$ cat config.mk
export PLATFORM = sky130hd
export DESIGN_NAME = ahb_shared_mem_arbiter
export DESIGN_NICKNAME = d
export VERILOG_FILES = /design/src/rtl/ahb_shared_mem_arbiter.sv
export SDC_FILE = /design/constraint.sdc
export NUM_CORES = 1
export LEC_CHECK = 0
export BUFFER_PORTS_ARGS = -buffer_cell sky130_fd_sc_hd__clkbuf_2
export CORE_AREA = 10 10 123 125
export DETAILED_ROUTE_END_ITERATION = 7
export DIE_AREA = 0 0 133 135
export GPL_TIMING_DRIVEN = 0
export PLACE_DENSITY = 0.82
export SYNTH_ARGS = -nofsm -noshare
export SYNTH_HDL_FRONTEND = slang
export SYNTH_SLANG_ARGS = --single-unit
$ cat constraint.sdc
create_clock -name clk -period 4.4 [get_ports clk]
set_input_delay 0.22 -clock clk [delete_from_list [all_inputs] [get_ports clk]]
set_output_delay 0.22 -clock clk [all_outputs]
set_load 0.02 [all_outputs]
$ cat src/rtl/ahb_shared_mem_arbiter.sv
// Two-master (fetch/load-store) to one-slave AHB-Lite arbiter for a shared single-ported SRAM.
// Losing address phases are parked in a per-master holding register; D has priority with a streak cap.
module ahb_shared_mem_arbiter #(
    parameter int unsigned D_STREAK_MAX = 4,
    parameter int unsigned AW           = 32
) (
    input  logic          clk,
    input  logic          rst_n,
    // Instruction-fetch master
    input  logic [AW-1:0] i_haddr,
    input  logic [1:0]    i_htrans,
    input  logic [2:0]    i_hsize,
    output logic          i_hready,
    output logic [31:0]   i_hrdata,
    // Load/store master
    input  logic [AW-1:0] d_haddr,
    input  logic [1:0]    d_htrans,
    input  logic          d_hwrite,
    input  logic [2:0]    d_hsize,
    input  logic [31:0]   d_hwdata,
    output logic          d_hready,
    output logic [31:0]   d_hrdata,
    // Shared memory slave
    output logic [AW-1:0] s_haddr,
    output logic [1:0]    s_htrans,
    output logic          s_hwrite,
    output logic [2:0]    s_hsize,
    output logic [31:0]   s_hwdata,
    input  logic [31:0]   s_hrdata,
    input  logic          s_hready
);

    localparam int unsigned StreakW = $clog2(D_STREAK_MAX + 1);
    localparam logic [StreakW-1:0] StreakMax = StreakW'(D_STREAK_MAX);
    localparam logic [1:0] HtransIdle   = 2'b00;
    localparam logic [1:0] HtransNonseq = 2'b10;

    typedef enum logic [1:0] {OwnNone, OwnI, OwnD} owner_e;

    owner_e              dp_owner_q, dp_owner_d;
    logic                pend_i_q, pend_i_d;
    logic                pend_d_q, pend_d_d;
    logic [AW-1:0]       i_addr_q, i_addr_d;
    logic [2:0]          i_size_q, i_size_d;
    logic [AW-1:0]       d_addr_q, d_addr_d;
    logic [2:0]          d_size_q, d_size_d;
    logic                d_write_q, d_write_d;
    logic [StreakW-1:0]  d_streak_q, d_streak_d;
    logic [AW-1:0]       last_addr_q, last_addr_d;
    logic [2:0]          last_size_q, last_size_d;
    logic                last_write_q, last_write_d;

    logic          acc_i, acc_d, req_i, req_d, gnt_i, gnt_d;
    logic [AW-1:0] src_i_addr, src_d_addr;
    logic [2:0]    src_i_size, src_d_size;
    logic          src_d_write;

    // htrans[0] (SEQ vs NONSEQ) is irrelevant: every issued transfer becomes NONSEQ.
    logic unused_htrans;
    assign unused_htrans = i_htrans[0] ^ d_htrans[0];

    assign i_hrdata = s_hrdata;
    assign d_hrdata = s_hrdata;

    always_comb begin
        i_hready = 1'b1;
        if (pend_i_q) begin
            i_hready = 1'b0;
        end else if (dp_owner_q == OwnI) begin
            i_hready = s_hready;
        end
        d_hready = 1'b1;
        if (pend_d_q) begin
            d_hready = 1'b0;
        end else if (dp_owner_q == OwnD) begin
            d_hready = s_hready;
        end

        acc_i = i_hready & i_htrans[1];
        acc_d = d_hready & d_htrans[1];
        req_i = pend_i_q | acc_i;
        req_d = pend_d_q | acc_d;

        src_i_addr  = pend_i_q ? i_addr_q  : i_haddr;
        src_i_size  = pend_i_q ? i_size_q  : i_hsize;
        src_d_addr  = pend_d_q ? d_addr_q  : d_haddr;
        src_d_size  = pend_d_q ? d_size_q  : d_hsize;
        src_d_write = pend_d_q ? d_write_q : d_hwrite;

        gnt_i = s_hready & req_i & ((d_streak_q == StreakMax) | ~req_d);
        gnt_d = s_hready & req_d & ~gnt_i;

        s_htrans = HtransIdle;
        s_haddr  = last_addr_q;
        s_hsize  = last_size_q;
        s_hwrite = last_write_q;
        if (gnt_d) begin
            s_htrans = HtransNonseq;
            s_haddr  = src_d_addr;
            s_hsize  = src_d_size;
            s_hwrite = src_d_write;
        end else if (gnt_i) begin
            s_htrans = HtransNonseq;
            s_haddr  = src_i_addr;
            s_hsize  = src_i_size;
            s_hwrite = 1'b0;
        end
        s_hwdata = (dp_owner_q == OwnD) ? d_hwdata : 32'h0;

        last_addr_d  = s_haddr;
        last_size_d  = s_hsize;
        last_write_d = s_hwrite;

        pend_i_d = pend_i_q;
        i_addr_d = i_addr_q;
        i_size_d = i_size_q;
        if (acc_i && !gnt_i) begin
            pend_i_d = 1'b1;
            i_addr_d = i_haddr;
            i_size_d = i_hsize;
        end else if (gnt_i) begin
            pend_i_d = 1'b0;
        end

        pend_d_d  = pend_d_q;
        d_addr_d  = d_addr_q;
        d_size_d  = d_size_q;
        d_write_d = d_write_q;
        if (acc_d && !gnt_d) begin
            pend_d_d  = 1'b1;
            d_addr_d  = d_haddr;
            d_size_d  = d_hsize;
            d_write_d = d_hwrite;
        end else if (gnt_d) begin
            pend_d_d = 1'b0;
        end

        // Ownership only moves when the current data phase completes.
        dp_owner_d = dp_owner_q;
        if (s_hready) begin
            if (gnt_d) begin
                dp_owner_d = OwnD;
            end else if (gnt_i) begin
                dp_owner_d = OwnI;
            end else begin
                dp_owner_d = OwnNone;
            end
        end

        d_streak_d = d_streak_q;
        if (gnt_i || !req_i) begin
            d_streak_d = '0;
        end else if (gnt_d && d_streak_q != StreakMax) begin
            d_streak_d = d_streak_q + 1'b1;
        end
    end

    always_ff @(posedge clk) begin
        if (!rst_n) begin
            dp_owner_q   <= OwnNone;
            pend_i_q     <= 1'b0;
            pend_d_q     <= 1'b0;
            i_addr_q     <= '0;
            i_size_q     <= '0;
            d_addr_q     <= '0;
            d_size_q     <= '0;
            d_write_q    <= 1'b0;
            d_streak_q   <= '0;
            last_addr_q  <= '0;
            last_size_q  <= '0;
            last_write_q <= 1'b0;
        end else begin
            dp_owner_q   <= dp_owner_d;
            pend_i_q     <= pend_i_d;
            pend_d_q     <= pend_d_d;
            i_addr_q     <= i_addr_d;
            i_size_q     <= i_size_d;
            d_addr_q     <= d_addr_d;
            d_size_q     <= d_size_d;
            d_write_q    <= d_write_d;
            d_streak_q   <= d_streak_d;
            last_addr_q  <= last_addr_d;
            last_size_q  <= last_size_d;
            last_write_q <= last_write_d;
        end
    end

endmodule

# After elaboration in Yosys (flattened, before gate mapping)
# Cells that the tools add are included.
word_totals:
  reg_bits: 114
  elab_cells: 63
  inputBits: 142
  output_inout_bits: 136
op_classes:
  eq_ne: 4
  n_bitwise: 12
  reduce_logical: 10
  add_sub_neg: 1
  muxes: 24
ops:
  columns: ["op", "count"]
  rows:
  - ["$mux W32", 5]
  - ["$mux W1", 12]
  - ["$mux W3", 4]
  - ["$and A1 B1 Y1", 6]
  - ["$mux W2", 3]
  - ["$reduce_bool A2 Y1", 2]
  - ["$add A3 B1 Y3 const B", 1]
  - ["$eq A3 B3 Y1 const B", 1]
  - ["$logic_and A1 B1 Y1", 3]
  - ["$logic_not A1 Y1", 3]
  - ["$ne A3 B3 Y1 const B", 1]
  - ["$not A1 Y1", 3]
  - ["$or A1 B1 Y1", 3]
  - ["$eq A2 B1 Y1 const B", 1]
  - ["$eq A2 B2 Y1 const B", 1]
  - ["$reduce_or A2 Y1", 1]
  - ["$logic_or A1 B1 Y1", 1]

# Logic depth before layout (Yosys ltp)
# Gate-level depths: netlist (run 1).
logic_depth:
  ltp_word: 13
  ltp_mapped: 8
  mapped_depth_nobuf: 6

# Worst setup path before layout (run 1)
# No wires, ideal clock.
synth_timing:
  path_type: "reg2reg"
  from: "register d_streak_q[0]"
  to: "register last_addr_q[14]"
  setup_slack_ns: 2.292
  path_buffers: 1
  setup_time_ns: 0.062
  arrival_ns: 2.046
  synth_period_minus_slack_ns: 2.108
  required_time_ns: 4.338
  stages_incl_launch_ff: 8
  path_cell_list: "dfxtp_1 > inv_1 > ha_1 > o211a_1 > clkbuf_1 > nor2_1 > a221oi_1 > and2_1"
synth_between:
  elab_chain_len: 6
  word_cells_on_any_way: 7
  classes_between: "eq/ne: 1; mux: 2; bitwise: 4"
synth_lines:
  columns: ["element", "line_no", "text"]
  rows:
  - ["start: declaration", "48", "logic [StreakW-1:0] d_streak_q, d_streak_d;"]
  - ["start signal: assignment", "181", "d_streak_q <= d_streak_d;"]
  - ["$eq A3 B3 Y1 *", "90", "gnt_i = s_hready & req_i & ((d_streak_q == StreakMax) | ~req_d);"]
  - ["$or A1 B1 Y1 *", "90", null]
  - ["$and A1 B1 Y1 *", "90", null]
  - ["$not A1 Y1", "91", "gnt_d = s_hready & req_d & ~gnt_i;"]
  - ["$and A1 B1 Y1", "91", null]
  - ["$mux W32 *", "97", "if (gnt_d) begin"]
  - ["named net s_haddr[14]", "24", "output logic [AW-1:0] s_haddr,"]
  - ["end signal: assignment", "182", "last_addr_q <= last_addr_d;"]
  - ["end: declaration", "49", "logic [AW-1:0] last_addr_q, last_addr_d;"]
# The timed path passes the listed nets; every way through them passes the cells marked *.
# A chain may end at the register's enable or synchronous reset.

# Worst setup path in the final report (run 1)
layout_timing:
  from: "register d_streak_q[0]"
  to: "output s_hsize[1]"
layout_between:
  elab_chain_len: 6
  word_cells_on_any_way: 7
  classes_between: "eq/ne: 1; mux: 2; bitwise: 4"
layout_lines:
  columns: ["element", "line_no", "text"]
  rows:
  - ["$eq A3 B3 Y1 *", "90", null]
  - ["$or A1 B1 Y1 *", "90", null]
  - ["$and A1 B1 Y1 *", "90", null]
  - ["$not A1 Y1", "91", null]
  - ["$and A1 B1 Y1", "91", null]
  - ["$mux W3 *", "97", null]
  - ["end: declaration", "27", "output logic [2:0] s_hsize,"]
# Mark *: on every way between the ends. The rest lies on a longest branch, timed or not.

==> results of run 1 <==
[layer usage]
layer	vias up	share of wire [%]	GRT usage [%]	routed length, um
li1	3203	-	-	-
met1	3068	38	27.6	8540
met2	369	48	39.4	10700
met3	42	11	8.90	2560
met4	0	2.5	9.11	562
met5	-	0	0	0
[path summary, 6_finish.rpt]
check             depth (start not counted)     startpoint             end  slack [ns]
setup / recovery                          7  d_streak_q[0]      s_hsize[1]        1.36
hold / removal                            3    i_haddr[14]    i_addr_q[14]        0.03
setup reg to reg                          7  d_streak_q[0]  last_size_q[1]        1.90
hold reg to reg                           2    i_size_q[1]     i_size_q[1]        0.45
[worst min-delay path: stages]
cell and delay [ns]:
clkbuf_2 0.09, nand3_1 0.05, o21ai_0 0.06
[cell type report]
class | count | share of cell area, %
Buffer | 138 | 9.23
Clock inverter | 10 | 1.83
Clock buffer | 22 | 5.61
Sequential cell | 114 | 27.0
Multi-Input combinational cell | 532 | 39.4
Inverter | 5 | 0.222
Antenna cell | 1 | 0.0296
Timing Repair Buffer | 239 | 14.1
Tap cell | 172 | 2.54
[through the flow]
step	cell area, um^2	power [uW]	hold WS [ns]	std cells
2_1_floorplan	6410	1610	0.350	789
3_3_place_gp	7830	1840	0.431	1200
3_5_place_dp	7830	1860	0.441	1200
4_1_cts	8460	3310	0.0316	1232
5_1_grt	8460	3430	0.0407	1232
6_report	8460	3320	0.0325	1233
[power by group through the flow]
stage          sequential [uW]  clock [uW]  combinational [uW]
4_1_cts                   1130        1470                 714
2_1_floorplan             1140           0                 464
6_report                  1130        1470                 716
3_3_place_gp              1150           0                 696
3_5_place_dp              1150           0                 706
5_1_grt                   1140        1520                 773
[synth_stat cells (2+ instances only)]
cell type and instances:
o21a_1 2, nand2_1 111, buf_2 14, mux2_2 35, a21oi_1 5, o211a_1 2, nor2b_1 36, nand3_1 70
ha_1 2, nor2_1 7, and2_1 68, a2111oi_0 34, buf_4 65, dfxtp_1 114, mux2i_1 38, o21ai_1 7
inv_1 5, a31oi_1 34, a21boi_0 2, o22ai_1 2, o21ai_0 64, clkbuf_1 57
[cells by family (layout without fill, tap and decap cells)]
group / count (synthesis) / after routing / share of synthesized area (%)
AOI/OAI and AO/OA: 158 / 158 / 16.2
xor gates and xnor gates: 1 / 1 / 0.137
adders and majority gates: 2 / 2 / 0.390
buffers and inverters: 143 / 414 / 12.5
DFF: 114 / 114 / 35.6
muxes: 73 / 73 / 12.1
other: 1 / 2 / 0.0585
and+or+nand+nor: 297 / 297 / 23.1
[registers in the layout, summed over array words and instances, names as in the netlist]
signal,cells
d_addr_q,32
d_size_q,3
d_streak_q,3
d_write_q,1
dp_owner_q,2
i_addr_q,32
i_size_q,3
last_addr_q,32
last_size_q,3
last_write_q,1
pend_d_q,1
pend_i_q,1
==> results by group, run 1 <==
Floorplan
  • Die ar.: 0.0180 mm^2
  • Ports: about 280
  • Core area: approximately 0.013 mm^2
  • Initial Util: about half
  • Die Span X: 133 um
  • FP Rows: about 40
  • Die Y: between 100 and 150 um

Critical path
  • Crit-path leading delay family: compound AO/OA/AOI/OAI gates
  • Startpoint Class: register
  • Max stage delay on crit path: around 0.76 ns
  • Crit path cell chain: inv_1 > ha_1 > o211a_1 > clkbuf_1 > a2111oi_0 > a31oi_1 > clkbuf_2
  • Worst-path fanout max: 10
  • Buffers and inverters on the worst path: 3
  • Critical Path AT: around 2.8 ns
  • Critical setup path kind: register to output pin
  • Slowest-stage cell, CP: a2111oi_0
  • Setup crit end kind: output pin
  • Required @ worst endpoint: 4.18 ns

Timing
  • Fin. Hold Viols: 0
  • Final WS setup: ~1.4 ns
  • Minimum clock period: 3.04 ns
  • Final TNS setup: 0 ns
  • RSZ-0062 raised after global routing: no
  • # setup viols final: 0
  • FMAX: about 330 MHz
  • Slew @ Worst Pin: about 0.86 ns
  • Worst clock skew: about 0.0095 ns
  • Tcrit/Tclk final: just under 70%
  • Slew Viols, Final: 0
  • Relative slew margins: between 40% and 50%

Cells and area
  • Util after Layout: 67.3%
  • Multi-input logic area: ~0.0033 mm^2
  • Most common cell after layout, fill and taps aside: clkbuf_2
  • Most frequent cells in the layout: clkbuf_2, dfxtp_1, nand2_1
  • Share of post-route cells with drive strength above 1: approximately 37%
  • Reg area: around 0.0023 mm^2
  • Final #Nets: 1191
  • # fillers: roughly 1000
  • P&R area growth vs syn: 31.9%

Pwr
  • PD cells: slightly below 400 mW/mm^2
  • Switching pwr: approximately 950 uW
  • Logic pwr share: a little over a fifth
  • Net Sw Frac: about 29%
  • Sequential Power Share: 34.1%
  • Clk network pwr share: between 40% and 50%
  • Internal power: 2370 uW
  • Lkg Pwr: approximately 0.0037 uW
  • Peak VDD IR: ~230 uV

Yosys
  • Yosys warning total: 0
  • Mapped Nets: just over 900
  • Mapped Area: roughly 0.0064 mm^2
  • Synthesized area per cell: 8.13 um^2
  • Synth unique cells: 37
  • Gate Count Post-Synth: approximately 790
  • Synth async-reset ratio: 0%
  • Synth top area share: a little over a third
  • Synth Flop Type: dfxtp_1
  • Yosys reg bits: about 110
  • Sequential area share after synthesis: between 30% and 40%
  • Yosys top cell by area: dfxtp_1
  • Top area cells in the synthesized netlist: dfxtp_1, buf_4, and2_1, nand2_1, mux2_2
  • EDFF count, synth: 0

Routing
  • Drt wl/cell: between 15 and 20 um
  • DRC: 0
  • Final antenna-violating net count: 0
  • DRT Pass-1 Iters: 5
  • Post-DR vias/cell: about 5.4
  • Routed WL: around 22000 um
  • Via count: between 6000 and 7000
  • DRT iter0 DRCs: 644

Placed design
  • PortBufs: ~240
  • Pre-CTS WS: ~1.9 ns
  • Post-DP HPWL: 17300 um
  • GP Congestion: between 0.8 and 0.9

Global route
  • Largest net degree at the start of global routing: 17
  • Vias in the first global route: around 6500
  • First-pass GRT wire length: 34900 um
  • Total congestion overflow: 0
  • Initial antenna violation count: 0
  • GRT Util Overall: 23.9%

CTS
  • Largest buffer count on any clock path: 2
  • Worst-path clk slew: 0.05 ns
  • Num CTS Buffers: 17
  • # Post-CTS Setup Buffers: 0
  • Htree depth: 4
  • Root Buffer: clkbuf_16
  • Post_cts resized: 0
  • CTS tree: built
  • Clock Sinks: 114
  • CTS Hold Bufs: 0
  • Skew-Pair Late Insertion Delay: ~0.42 ns

Outcome
  • Status: finished, final reports clean

Min path
  • Hold Crit Class: input port to register

Run
  • Max cap viols: 0
No activity file was read; power rests on OpenSTA's default activity.
==> run 2: changes to the inputs <==
Settings changed: CORE_AREA 10 10 123 125 to 10 10 127 129, DIE_AREA 0 0 133 135 to 0 0 137 139, PLACE_DENSITY 0.82 to 0.77.
Clock period 4.4 ns to 2.8 ns, I/O delays scaled along.
==> run 2 against run 1 <==
Compared with the run above: the flow now finishes with violations (negative hold slack, negative setup slack); sequential share of layout area fell by 2.1 points; first-iteration DRC count fell by 26%; flip-flop and latch count did not move; hold slack got worse by 0.035 ns; die area rose by 6.1%; global-route usage fell by 1.2 points; wire length rose by 0.36%.
==> results by group, run 2 (synthesis results as in run 1) <==
Routing
  • Post-DR vias/cell: roughly 5.3
  • Final antenna-violating net count: 0
  • Via count: 6859
  • DRT Pass-1 Iters: 5
  • Routed WL: about 22000 um
  • DRT iter0 DRCs: 477
  • DRC: 0
  • Drt wl/cell: about 17 um

Critical path
  • Critical Path AT: about 2.7 ns
  • Crit path top cell by count: clkbuf_2
  • Setup crit end kind: output pin
  • Slowest-stage cell, CP: a2111oi_1
  • Crit path cell chain: inv_1 > ha_1 > o211a_1 > clkbuf_2 > a2111oi_1 > a31oi_1 > clkbuf_2
  • RR Endpoint: last_addr_q[26]
  • Max stage delay on crit path: 0.62 ns
  • Critical setup path kind: register to output pin
  • R2R depth: 7
  • Required @ worst endpoint: about 2.7 ns
  • Startpoint Class: register
  • Worst-path fanout max: 10
  • Reg2reg start: d_streak_q[0]
  • Worst reg-to-reg setup slack: approximately 0.44 ns
  • Crit-path leading delay family: compound AO/OA/AOI/OAI gates
  • Buffers and inverters on the worst path: 3

Cells and area
  • Multi-input logic area: 0.00339 mm^2
  • Top Registers: d_addr_q x32, i_addr_q x32, last_addr_q x32
  • Most frequent cells in the layout: clkbuf_2, dfxtp_1, nand2_1
  • # fillers: ~1200
  • Final #Nets: about 1300
  • Most common cell after layout, fill and taps aside: clkbuf_2
  • Reg area: 0.00228 mm^2
  • Share of post-route cells with drive strength above 1: between 30% and 40%
  • P&R area growth vs syn: 42.7%

Pwr
  • Lkg Pwr: 0.00401 uW
  • Peak VDD IR: 442 uV
  • Switching pwr: approximately 1500 uW
  • Logic pwr share: a little under a quarter
  • PD cells: around 560 mW/mm^2
  • Sequential Power Share: 35.0%
  • Clk network pwr share: about two fifths
  • Net Sw Frac: between 20% and 30%
  • Internal power: about 3600 uW

Global route
  • First-pass GRT wire length: roughly 35000 um
  • GRT Util Overall: roughly 23%
  • Initial antenna violation count: 1
  • Vias in the first global route: around 7000
  • Total congestion overflow: 0
  • Largest net degree at the start of global routing: 17

Timing
  • FMAX: approximately 360 MHz
  • Final WS setup: -0.00611 ns
  • Slew @ Worst Pin: about 0.66 ns
  • # setup viols final: 1
  • Worst clock skew: ~0.011 ns
  • Hold_ws: -0.00202 ns
  • Tcrit/Tclk final: 100%
  • RSZ-0062 raised after global routing: yes
  • Relative slew margins: 54.8%
  • Minimum clock period: about 2.8 ns
  • Final TNS setup: -0.00611 ns
  • Fin. Hold Viols: 1
  • Slew Viols, Final: 0

CTS
  • CTS tree: built
  • # Post-CTS Setup Buffers: 0
  • Htree depth: 4
  • Root Buffer: clkbuf_16
  • Num CTS Buffers: 17
  • Skew-Pair Late Insertion Delay: between 0.4 and 0.5 ns
  • Clock Sinks: roughly 110
  • Largest buffer count on any clock path: 2
  • Worst-path clk slew: approximately 0.05 ns

Min path
  • Hold Path Depth: 3
  • Hold endpoint: d_addr_q[3]
  • Hold Crit Class: input port to register
  • Min-delay src: d_haddr[3]

Floorplan
  • Die Span X: 137 um
  • Ports: ~280
  • Die ar.: 0.0190 mm^2
  • Initial Util: between 40 and 50%
  • Die Y: about 140 um
  • FP Rows: 43
  • Core area: 0.0137 mm^2

Outcome
  • Status: finished with violations
  • Violated checks: negative hold slack, negative setup slack

Run
  • Max cap viols: 0

Placed design
  • Post-DP HPWL: 16900 um
  • PortBufs: around 240
  • GP Congestion: between 0.8 and 0.9
[run 2: cell count changes in the layout (fill, tap and decap cells not counted)]
| cell | previous run | this run |
|---|---|---|
| clkbuf_2 | 240 | 247 |
| a2111oi_1 | 0 | 14 |
| a2111oi_2 | 0 | 6 |
| clkinv_2 | 4 | 2 |
| clkbuf_1 | 59 | 51 |
| bufinv_16 | 4 | 1 |
| a2111oi_0 | 34 | 14 |
| clkinvlp_4 | 2 | 1 |
| dlygate4sd3_1 | 0 | 68 |
| clkbuf_8 | 3 | 7 |
[run 2: worst register-to-register path, stage by stage, from the launching register on]
cell and delay (ns):
dfxtp_1 0.35, inv_1 0.07, ha_1 0.27, o211a_1 0.26, clkbuf_2 0.27, a2111oi_1 0.63, a31oi_1 0.20, and2_1 0.21
[run 2: routing by layer]
metal | share of wire (%) | wire length (um) | global-route usage (%) | up-vias
met2 | 49 | 11100 | 38.3 | 311
met4 | 1.9 | 429 | 7.66 | 0
met3 | 9.2 | 2070 | 6.92 | 32
met5 | 0 | 0 | 0 | -
li1 | - | - | - | 3334
met1 | 39 | 8870 | 26.2 | 3182
[run 2: cell type report]
type / instances / area share, %
tap: 180 / 2.46
buffer: 138 / 8.62
sequential: 114 / 24.9
clock buffer: 25 / 5.74
timing repair buffer: 307 / 20.5
inverter: 5 / 0.205
clock inverter: 4 / 0.519
antenna: 1 / 0.0273
multi-input combinational: 532 / 37.0
[run 2: how the worst max path moves through the flow]
stage | startpoint | slack [ns] | cells past startpoint | end
2_1_floorplan | d_streak_q[0] | 0.69 | 7 | last_addr_q[14]
6_report | d_streak_q[0] | -0.006 | 7 | s_haddr[26]
4_1_cts | d_streak_q[0] | 0.01 | 7 | s_haddr[26]
3_5_place_dp | d_streak_q[0] | 0.34 | 7 | s_haddr[2]
3_3_place_gp | d_streak_q[0] | 0.38 | 7 | s_hsize[1]
5_1_grt | d_streak_q[0] | -0.03 | 7 | s_haddr[19]
[run 2: repair_timing]
item,in CTS,in global routing
hold buffers,68,0
gates resized for setup,8,32
endpoints found under the hold margin,68,0
cloned,0,0
setup endpoints to repair,7,29
[run 2: power groups by stage]
stage / Clock [uW] / Combinational, uW / Sequential (uW)
after floorplan: 0 / 728 / 1800
after global placement: 0 / 1100 / 1800
after detailed placement: 0 / 1110 / 1810
after CTS: 2100 / 1200 / 1780
after global routing: 2170 / 1310 / 1790
final: 2100 / 1210 / 1780
[run 2: metrics by stage]
stage                     power [uW]  util [%]  std cells  worst slack [ns]  area, um^2
after detailed placement        2920      57.3       1208             0.339        7840
after CTS                       5070      66.6       1305            0.0110        9100
after global routing            5270      67.0       1306           -0.0350        9160
after global placement          2900      57.3       1208             0.381        7840
after floorplan                 2530         -        789             0.692        6410
final                           5090      67.0       1306          -0.00611        9160
==> run 3: changes to the inputs <==
Settings changed: CELL_PAD_IN_SITES_DETAIL_PLACEMENT from default to 0, CELL_PAD_IN_SITES_GLOBAL_PLACEMENT from default to 1, CORE_AREA 10 10 127 129 to 2 2 141 143, DIE_AREA 0 0 137 139 to 0 0 143 145, GPL_ROUTABILITY_DRIVEN from default to 0.
==> run 3 against run 2 <==
Compared with the run above: the flow now finishes without violations; setup slack improved by 0.11 ns; hold slack improved by 0.16 ns; power decreased by 0.63%; via count decreased by 2.1%; die area increased by 8.9%; final cell count increased by 6.8%; sequential share of layout area decreased by 0.40 points; sequential power about the same; critical path type unchanged; critical endpoint is now s_haddr[3]; largest cell class unchanged; largest power group unchanged.
==> results by group, run 3 (synthesis results as in run 1) <==
Pwr
  • Clk network pwr share: about 41%
  • Internal power: 3570 uW
  • Peak VDD IR: about 440 uV
  • PD cells: around 540 mW/mm^2
  • Lkg Pwr: about 0.0040 uW
  • Switching pwr: approximately 1500 uW
  • Sequential Power Share: between 30% and 40%
  • Net Sw Frac: 29.4%
  • Logic pwr share: 24.1%

Outcome
  • Status: finished, final reports clean

Cells and area
  • # diodes: 0
  • Top Registers: d_addr_q x32, i_addr_q x32, last_addr_q x32
  • Final #Nets: between 1000 and 1500
  • Post-Layout Inst Area: roughly 0.0093 mm^2
  • Most common cell after layout, fill and taps aside: clkbuf_2
  • Share of post-route cells with drive strength above 1: between 30% and 40%
  • Multi-input logic area: 0.00341 mm^2
  • Most frequent cells in the layout: clkbuf_2, dfxtp_1, nand2_1
  • P&R area growth vs syn: 45.1%
  • Reg area: about 0.0023 mm^2
  • # fillers: ~2000

Timing
  • Minimum clock period: roughly 2.7 ns
  • Relative slew margins: around 54%
  • Worst clock skew: 0.00863 ns
  • FMAX: approximately 370 MHz
  • Fin. Hold Viols: 0
  • RSZ-0062 raised after global routing: yes
  • # setup viols final: 0
  • Final WS setup: roughly 0.11 ns
  • Slew @ Worst Pin: ~0.69 ns
  • Tcrit/Tclk final: roughly 96%
  • Slew Viols, Final: 0

Critical path
  • Worst-path fanout max: 10
  • Critical Path Sink: s_haddr[3]
  • Worst Setup SP: d_streak_q[0]
  • Critical path depth: 7
  • Crit-path leading delay family: compound AO/OA/AOI/OAI gates
  • Buffers and inverters on the worst path: 3
  • Startpoint Class: register
  • Critical Path AT: roughly 2.6 ns
  • RR Endpoint: i_addr_q[12]
  • Required @ worst endpoint: between 2 and 3 ns
  • Setup crit end kind: output pin
  • Slowest-stage cell, CP: a2111oi_2
  • R2R depth: 7
  • Worst reg-to-reg setup slack: 0.53 ns
  • Reg2reg start: d_streak_q[0]
  • Max stage delay on crit path: between 0.5 and 0.6 ns
  • Crit path cell chain: inv_1 > ha_1 > o211a_1 > clkbuf_2 > a2111oi_2 > a31oi_1 > clkbuf_2
  • Critical setup path kind: register to output pin
  • Crit path top cell by count: clkbuf_2

CTS
  • Largest buffer count on any clock path: 2
  • Clock Sinks: 114
  • Skew-Pair Late Insertion Delay: ~0.42 ns
  • Htree depth: 4
  • Num CTS Buffers: 17
  • Worst-path clk slew: approximately 0.05 ns
  • Root Buffer: clkbuf_16
  • CTS tree: built

Global route
  • Total congestion overflow: 0
  • First-pass GRT wire length: around 33000 um
  • Largest net degree at the start of global routing: 17
  • GRT Util Overall: roughly 20%
  • Initial antenna violation count: 0
  • Vias in the first global route: 6197

Min path
  • Hold Crit Class: input port to register
  • Min-delay src: rst_n

Routing
  • Via count: about 6700
  • Drt wl/cell: approximately 15 um
  • Final antenna-violating net count: 0
  • DRT iter0 DRCs: 375
  • DRT Pass-1 Iters: 5
  • DRC: 0
  • Post-DR vias/cell: between 4 and 5
  • Routed WL: between 20000 and 25000 um

Floorplan
  • Die ar.: 0.0207 mm^2
  • Ports: 278
  • Die Y: 145 um
  • FP Rows: just over 50
  • Die Span X: about 140 um
  • Core area: 0.0192 mm^2
  • Initial Util: about a third

Placed design
  • Dpl cell area: between 0.007 and 0.008 mm^2
  • Post-DP HPWL: around 16000 um
  • PortBufs: 239
  • Pre-CTS WS: between 0.2 and 0.3 ns

Run
  • Max cap viols: 0
[run 3: changes by cell type in the layout (fill, tap and decap cells not counted), moves of 2 or more]
cell           previous run  this run
a2111oi_2                 6        10
clkbuf_2                247       251
a2111oi_1                14        11
dlygate4sd3_1            68        71
clkbuf_8                  7         5
clkinv_2                  2         4
[run 3: repair_timing]
item	CTS	global route
buffers inserted	0	0
resized for setup	16	36
hold buffers	71	0
endpoints found under the setup margin	13	29
hold endpoints to repair	71	0
pin swaps	0	0
[run 3: tightest hold or removal path, delay by kind of cell]
| kind | cells | cell delay, ns |
|---|---|---|
| buffers and inverters | 1 | 0.20 |
| AO/OA/AOI/OAI | 1 | 0.05 |
| AND/OR/NAND/NOR | 1 | 0.14 |
[run 3: power groups by stage]
stage,logic [uW],clock network (uW),registers (uW)
floorplan,728,0,1800
global placement,1110,0,1810
detailed placement,1120,0,1810
CTS,1210,2090,1780
global route,1310,2170,1790
finish,1220,2060,1780
[run 3: worst min path at each step]
stage,to,slack (ns),depth (start not counted)
after floorplan,i_addr_q[10],0.27,2
after global placement,i_addr_q[14],0.37,3
after detailed placement,i_addr_q[17],0.38,3
after CTS,i_addr_q[30],0.14,3
after global routing,i_addr_q[30],0.17,3
final,i_addr_q[30],0.16,3
[run 3: per-layer routing]
layer	track usage, %	up-vias	share of wire (%)
met1	26.5	3120	44
met5	0	-	0
li1	-	3347	-
met2	33.7	231	49
met3	3.70	16	5.6
met4	5.15	0	0.90
[run 3: layout make-up]
class,count,share of cell area (%)
clock inverters,5,0.538
well taps,265,3.56
repair buffers,310,20.5
multi-input cells,532,36.7
flip-flops and latches,114,24.5
clock buffers,26,5.47
plain buffers,138,8.54
inverters,5,0.202
[run 3: per-stage QoR]
step                      hold slack (ns)  setup TNS [ns]  total power (uW)  cells  util, %
after floorplan                     0.270               0              2530    789        -
after global placement              0.374               0              2920   1293     41.4
after detailed placement            0.385               0              2930   1293     41.4
after CTS                           0.141         -0.0904              5080   1395     48.1
after global routing                0.171        -0.00130              5270   1395     48.5
final                               0.161               0              5060   1395     48.5
